### src/rtl/microcode_sequencer_if.sv
// Microword/sequencer bus between the condition tester, decoder and the micro-PC sequencer.
// The master drives the microword fields. The slave is the sequencer and drives the address and status.
interface microcode_sequencer_if #(
  parameter int unsigned UPC_WIDTH   = 9,
  parameter int unsigned STACK_DEPTH = 4
);
  localparam int unsigned LVL_W = $clog2(STACK_DEPTH + 1);

  logic                 stall;
  logic                 condition;
  logic [2:0]           branch_op;
  logic [UPC_WIDTH-1:0] branch_target;
  logic [UPC_WIDTH-1:0] decode_addr;
  logic                 decode_valid;
  logic                 exception;
  logic [UPC_WIDTH-1:0] exception_addr;
  logic [UPC_WIDTH-1:0] next_upc;
  logic [UPC_WIDTH-1:0] micro_pc;
  logic [LVL_W-1:0]     stack_level;
  logic                 halted;
  logic                 stack_overflow;
  logic                 stack_underflow;

  modport master (
    output stall, condition, branch_op, branch_target, decode_addr, decode_valid,
           exception, exception_addr,
    input  next_upc, micro_pc, stack_level, halted, stack_overflow, stack_underflow
  );

  modport slave (
    input  stall, condition, branch_op, branch_target, decode_addr, decode_valid,
           exception, exception_addr,
    output next_upc, micro_pc, stack_level, halted, stack_overflow, stack_underflow
  );
endinterface

### src/rtl/microcode_sequencer.sv
// MC68000 microprogram sequencer: micro-PC register, return stack, dispatch and exception entry.
// next_upc is combinational so it can address a synchronous microcode ROM directly.
module microcode_sequencer #(
  parameter int unsigned UPC_WIDTH   = 9,
  parameter int unsigned STACK_DEPTH = 4
) (
  input  logic                  clk,
  input  logic                  rst_n,
  microcode_sequencer_if.slave  bus
);
  localparam int unsigned LVL_W = $clog2(STACK_DEPTH + 1);
  localparam int unsigned IDX_W = (STACK_DEPTH > 1) ? $clog2(STACK_DEPTH) : 1;

  localparam logic [2:0] OP_NEXT     = 3'b000;
  localparam logic [2:0] OP_JUMP     = 3'b001;
  localparam logic [2:0] OP_BR_TRUE  = 3'b010;
  localparam logic [2:0] OP_BR_FALSE = 3'b011;
  localparam logic [2:0] OP_CALL     = 3'b100;
  localparam logic [2:0] OP_RETURN   = 3'b101;
  localparam logic [2:0] OP_DISPATCH = 3'b110;
  localparam logic [2:0] OP_HALT     = 3'b111;

  logic [UPC_WIDTH-1:0] upc_q, upc_d, upc_inc;
  logic [LVL_W-1:0]     level_q;
  logic                 halted_q, ovf_q, unf_q;
  logic [UPC_WIDTH-1:0] stack_mem [STACK_DEPTH];

  logic             push, pop, halt_set, ovf_set, unf_set;
  logic             stack_full, stack_empty;
  logic [IDX_W-1:0] wr_idx, rd_idx;

  assign upc_inc     = upc_q + UPC_WIDTH'(1);
  assign stack_full  = (level_q == LVL_W'(STACK_DEPTH));
  assign stack_empty = (level_q == '0);
  assign wr_idx      = IDX_W'(level_q);
  assign rd_idx      = IDX_W'(level_q - LVL_W'(1));

  // Exception outranks halt and stall; halt and stall both simply hold the micro-PC.
  always_comb begin
    upc_d    = upc_q;
    push     = 1'b0;
    pop      = 1'b0;
    halt_set = 1'b0;
    ovf_set  = 1'b0;
    unf_set  = 1'b0;
    if (bus.exception) begin
      upc_d = bus.exception_addr;
    end else if (!halted_q && !bus.stall) begin
      case (bus.branch_op)
        OP_NEXT:     upc_d = upc_inc;
        OP_JUMP:     upc_d = bus.branch_target;
        OP_BR_TRUE:  upc_d = bus.condition ? bus.branch_target : upc_inc;
        OP_BR_FALSE: upc_d = bus.condition ? upc_inc : bus.branch_target;
        OP_CALL: begin
          upc_d   = bus.branch_target;
          push    = !stack_full;
          ovf_set = stack_full;
        end
        OP_RETURN: begin
          upc_d   = stack_empty ? '0 : stack_mem[rd_idx];
          pop     = !stack_empty;
          unf_set = stack_empty;
        end
        OP_DISPATCH: upc_d = bus.decode_valid ? bus.decode_addr : upc_q;
        OP_HALT: begin
          upc_d    = upc_q;
          halt_set = 1'b1;
        end
        default:     upc_d = upc_q;
      endcase
    end
  end

  always_ff @(posedge clk or negedge rst_n) begin
    if (!rst_n) begin
      upc_q    <= '0;
      level_q  <= '0;
      halted_q <= 1'b0;
      ovf_q    <= 1'b0;
      unf_q    <= 1'b0;
    end else begin
      upc_q <= upc_d;
      if (bus.exception) begin
        level_q  <= '0;
        halted_q <= 1'b0;
      end else begin
        if (push) level_q <= level_q + LVL_W'(1);
        if (pop)  level_q <= level_q - LVL_W'(1);
        if (halt_set) halted_q <= 1'b1;
        if (ovf_set)  ovf_q    <= 1'b1;
        if (unf_set)  unf_q    <= 1'b1;
      end
    end
  end

  // Stack contents are don't-care after reset; only the level pointer is cleared.
  always_ff @(posedge clk) begin
    if (push) stack_mem[wr_idx] <= upc_inc;
  end

  assign bus.next_upc        = upc_d;
  assign bus.micro_pc        = upc_q;
  assign bus.stack_level     = level_q;
  assign bus.halted          = halted_q;
  assign bus.stack_overflow  = ovf_q;
  assign bus.stack_underflow = unf_q;
endmodule

### src/flat_wrapper.sv
// flat-port wrapper written by rule: the top's interface ports become plain ports
module microcode_sequencer_flat 
#(
  parameter int unsigned UPC_WIDTH   = 9,
  parameter int unsigned STACK_DEPTH = 4
)
  (clk, rst_n, bus_stall, bus_condition, bus_branch_op, bus_branch_target, bus_decode_addr, bus_decode_valid, bus_exception, bus_exception_addr, bus_next_upc, bus_micro_pc, bus_stack_level, bus_halted, bus_stack_overflow, bus_stack_underflow);
  microcode_sequencer_if #(.UPC_WIDTH(UPC_WIDTH), .STACK_DEPTH(STACK_DEPTH)) bus_i ();
  input  logic clk;
  input  logic rst_n;
  input wire logic [$bits(bus_i.stall)-1:0] bus_stall;
  input wire logic [$bits(bus_i.condition)-1:0] bus_condition;
  input wire logic [$bits(bus_i.branch_op)-1:0] bus_branch_op;
  input wire logic [$bits(bus_i.branch_target)-1:0] bus_branch_target;
  input wire logic [$bits(bus_i.decode_addr)-1:0] bus_decode_addr;
  input wire logic [$bits(bus_i.decode_valid)-1:0] bus_decode_valid;
  input wire logic [$bits(bus_i.exception)-1:0] bus_exception;
  input wire logic [$bits(bus_i.exception_addr)-1:0] bus_exception_addr;
  output wire logic [$bits(bus_i.next_upc)-1:0] bus_next_upc;
  output wire logic [$bits(bus_i.micro_pc)-1:0] bus_micro_pc;
  output wire logic [$bits(bus_i.stack_level)-1:0] bus_stack_level;
  output wire logic [$bits(bus_i.halted)-1:0] bus_halted;
  output wire logic [$bits(bus_i.stack_overflow)-1:0] bus_stack_overflow;
  output wire logic [$bits(bus_i.stack_underflow)-1:0] bus_stack_underflow;
  assign bus_i.stall = bus_stall;
  assign bus_i.condition = bus_condition;
  assign bus_i.branch_op = bus_branch_op;
  assign bus_i.branch_target = bus_branch_target;
  assign bus_i.decode_addr = bus_decode_addr;
  assign bus_i.decode_valid = bus_decode_valid;
  assign bus_i.exception = bus_exception;
  assign bus_i.exception_addr = bus_exception_addr;
  assign bus_next_upc = bus_i.next_upc;
  assign bus_micro_pc = bus_i.micro_pc;
  assign bus_stack_level = bus_i.stack_level;
  assign bus_halted = bus_i.halted;
  assign bus_stack_overflow = bus_i.stack_overflow;
  assign bus_stack_underflow = bus_i.stack_underflow;
  microcode_sequencer #(.UPC_WIDTH(UPC_WIDTH), .STACK_DEPTH(STACK_DEPTH)) u_core (.clk(clk), .rst_n(rst_n), .bus(bus_i));
endmodule
### config.mk
export PLATFORM = sky130hd
export DESIGN_NAME = microcode_sequencer_flat
export DESIGN_NICKNAME = d
export VERILOG_FILES = /design/src/rtl/microcode_sequencer_if.sv /design/src/rtl/microcode_sequencer.sv /design/src/flat_wrapper.sv
export SDC_FILE = /design/constraint.sdc
export NUM_CORES = 1
export LEC_CHECK = 0
export CORE_AREA = 2 2 101 103
export DETAILED_ROUTE_END_ITERATION = 6
export DIE_AREA = 0 0 103 105
export PLACE_DENSITY = 0.63
export REMOVE_ABC_BUFFERS = 1
export SLEW_MARGIN = 30
export SYNTH_ARGS = -nofsm -noshare
export SYNTH_HDL_FRONTEND = slang
export SYNTH_SLANG_ARGS = --single-unit
### constraint.sdc
create_clock -name clk -period 3 [get_ports clk]
set_input_delay 0.45 -clock clk [delete_from_list [all_inputs] [get_ports clk]]
set_output_delay 0.45 -clock clk [all_outputs]
set_load 0.05 [all_outputs]
==> results_dict.tcl <==
set metrics [dict create \
    cp-endpoint "bus_next_upc[7]" \
    drt_iter0_markers 123 \
    crit_slowest_cell "clkdlybuf4s50_1" \
    reg2reg_depth 5 \
    drv_cap 0 \
    postCtsSetupBuffers 0 \
    ant_nets 0 \
    p_seq_share_pct 47.2 \
    fillCellCount 940 \
    dieArea_um2 10800 \
    max_stage_delay_ns 0.59 \
    crit_family "buffers and inverters" \
    slew_viol_final 0 \
    synthCells 231 \
    tritoncts "built" \
    synth_flop_cell "edfxtp_1" \
    path_class "in -> out" \
    ir_worst_vdd_mv 0.176 \
    fin_crit_ns 2.87 \
    rows 36 \
    clockBufferDepth 2 \
    fin_util_pct 40.4 \
    overflow 0 \
    die_w_um 103 \
    vias 2215 \
    max_slew_margin_pct 46.9 \
    setup_violations 0 \
    antenna_found_initial 0 \
    p_leak_nw 1.45 \
    cts.sinks 51 \
    timing.rr.end "u_core.stack_mem[3][4]" \
    grtUsageTotal_pct 14.2 \
    cts_root_buf "clkbuf_8" \
    hp-class "reg -> reg" \
    die_height_um 105 \
    fin_skew_ns 0.0117 \
    pwr-share-clk_pct 24.8 \
    diodes 0 \
    startpoint "bus_condition" \
    cp_max_fo 6 \
    clk_pin_slew_ns 0.10 \
    design_area_um2 3890 \
    async_reset_ff_share_pct 29.4 \
    crit_chain "clkdlybuf4s50_1 -> and3b_1 -> nor2_2 -> o22ai_2 -> buf_4 -> nand2_1 -> a22oi_1 -> buf_12" \
    layout-drive-gt1-share_pct 22.0 \
    end_kind "output pin" \
    avgSynthCellArea_um2 12.3 \
    critPathArrivalTime_ns 2.42 \
    io_buffers 59 \
    powerDensity_nw_per_um2 451 \
    routedWlPerCell_um 17.3 \
    core_area_um2 9640 \
    yosys_warnings 0 \
    numCtsBuffers 5 \
    drt-pass1-iter-count 4 \
    crit_cells 8 \
    p_switching_mw 0.574 \
    clock_latency_ns 0.31 \
    place_congestion 0.834 \
    status "finished, final reports clean" \
    vias_per_cell 4.97 \
    grt_max_degree 20 \
    tns_ns 0 \
    grt_pass1_vias 2237 \
    placed_area_um2 3750 \
    synth_seq_cells 51 \
    worstMarginPinSlew_ns 0.795 \
    p_int_mw 1.18 \
    fmax_mhz 349 \
    yosysUniqueCellTypes 51 \
    finalCritPeriodShare_pct 95.6 \
    area_delta_synth_final_pct 36.8 \
    initial_utilization_pct 29.5 \
    pwr-share-comb_pct 28.0 \
    cts_max_level 2 \
    hold_ws_ns 0.520 \
    synth-seq-area-share_pct 51.2 \
    startpoint_type "input pin" \
    synth-edff-count 36 \
    hold_viol_final 0 \
    rsz0062_at_grt "no" \
    routed_wl_um 7730 \
    dpl.hpwl_um 5870 \
    grt_pass1_wl_um 11700 \
    worst-r2r-setup-slack_ns 1.01 \
    num-nets-final 354 \
    worstPathRequired_ns 2.55 \
    rr_startpoint "u_core.bus.halted" \
    switching_share_pct 32.8 \
    pin_count 60 \
    critPathBufInv 3 \
    syn_area_um2 2840 \
    drc_errors 0 \
]
## stage by stage
stage,power [mW],std cells,worst slack [ns]
after global placement,1.32,438,0.0259
after CTS,1.76,446,0.0421
after floorplan,1.09,220,-0.466
after detailed placement,1.33,438,0.000189
after global routing,1.83,446,0.000160
final,1.75,446,0.132
## synthesized netlist by cell type (6+ instances only)
master / n / area, um^2
a21oi_1: 8 / 40.0
mux4_2: 9 / 203
and3_1: 6 / 37.5
ha_1: 6 / 75.1
o21ai_0: 16 / 80.1
nor2_1: 9 / 33.8
and2_1: 6 / 37.5
a221oi_1: 6 / 52.6
inv_1: 7 / 26.3
edfxtp_1: 36 / 1080
mux2i_1: 10 / 100
nand3_1: 7 / 35.0
xnor2_1: 6 / 52.6
nand2_1: 21 / 78.8
dfrtp_1: 15 / 375
## worst register-to-register path, delay by kind of cell (launching register included)
| kind | cells | cell delay [ns] |
|---|---|---|
| AO/OA/AOI/OAI | 1 | 0.28 |
| buffers and inverters | 1 | 0.19 |
| flip-flops | 1 | 0.46 |
| AND/OR/NAND/NOR | 3 | 0.77 |
## logic make-up after synthesis
family | Yosys count | share of synthesized area (%)
xor+xnor | 10 | 3.08
compound gates | 58 | 14.8
simple gates | 69 | 13.1
flops | 51 | 51.2
mux | 19 | 10.6
fa+ha+maj | 6 | 2.64
buf+inv | 18 | 4.49
## worst min-delay path by stage
stage,startpoint,endpoint,slack [ns],cells after the start
after floorplan,rst_n,u_core.bus.halted,0.15,0
final,u_core.bus.stack_underflow,u_core.bus.stack_underflow,0.52,1
after global placement,u_core.bus.stack_overflow,u_core.bus.stack_overflow,0.46,1
after detailed placement,u_core.bus.stack_overflow,u_core.bus.stack_overflow,0.49,1
after CTS,u_core.bus.stack_overflow,u_core.bus.stack_overflow,0.52,1
after global routing,u_core.bus.stack_underflow,u_core.bus.stack_underflow,0.54,1
## metal layers
layer	part of all wire [%]	vias up	track usage, %
li1	-	1050	-
met2	48	92	22.7
met1	43	1059	18.5
met4	1.7	0	5.55
met3	7.2	14	3.28
met5	0	-	0
## what timing repair did
item                                    CTS  global route
endpoints found under the setup margin    2             8
resized for setup                         2             8
hold buffers                              0             0
endpoints found under the hold margin     0             0
## flip-flops by register name, indices dropped and copies added (netlist names)
signal,count
u_core.stack_mem,36
u_core.bus.stack_overflow,1
u_core.bus.stack_level,3
u_core.bus.stack_underflow,1
u_core.bus.micro_pc,9
u_core.bus.halted,1
## power by group through the flow
stage               registers [mW]  clock network (mW)  logic, mW
floorplan                    0.901                   0      0.190
global placement             0.841                   0      0.482
detailed placement           0.841                   0      0.486
CTS                          0.826               0.451      0.487
global route                 0.831               0.480      0.521
finish                       0.828               0.434      0.491
## placed cells by master (no fill, tap or decap), types with 2 or more instances in the layout
cell             instances
o21a_1                   2
ha_1                     5
xnor2_1                  4
and3b_1                  2
and3_1                   6
nand3_1                  7
a211oi_1                 3
clkbuf_8                 5
a221oi_1                 6
dfrtp_1                 13
xnor2_2                  2
clkdlybuf4s50_1         47
dfrtp_2                  2
and2_1                   6
a22oi_1                  3
o221ai_1                 2
a2111oi_2                3
mux4_2                   9
inv_6                    2
nor2b_1                  3
edfxtp_1                36
dlymetal6s2s_1           2
nor3_1                   2
nor2_1                   9
or3_1                    4
nand2_1                 21
o21ai_0                 16
mux2i_1                 10
o21bai_1                 2
a21oi_1                  8
inv_1                    7
buf_12                   6
a31oi_1                  3
buf_4                   29
xor2_1                   4
## area by class of cell
type | count | area [um^2] | share of cell area (%)
flip-flops and latches | 51 | 1460 | 37.5
repair buffers | 85 | 842 | 21.6
well taps | 133 | 166 | 4.28
clock buffers | 5 | 68.8 | 1.77
inverters | 7 | 26.3 | 0.675
clock inverters | 3 | 33.8 | 0.868
multi-input cells | 162 | 1290 | 33.3
Power figures use the tool's default switching activity.
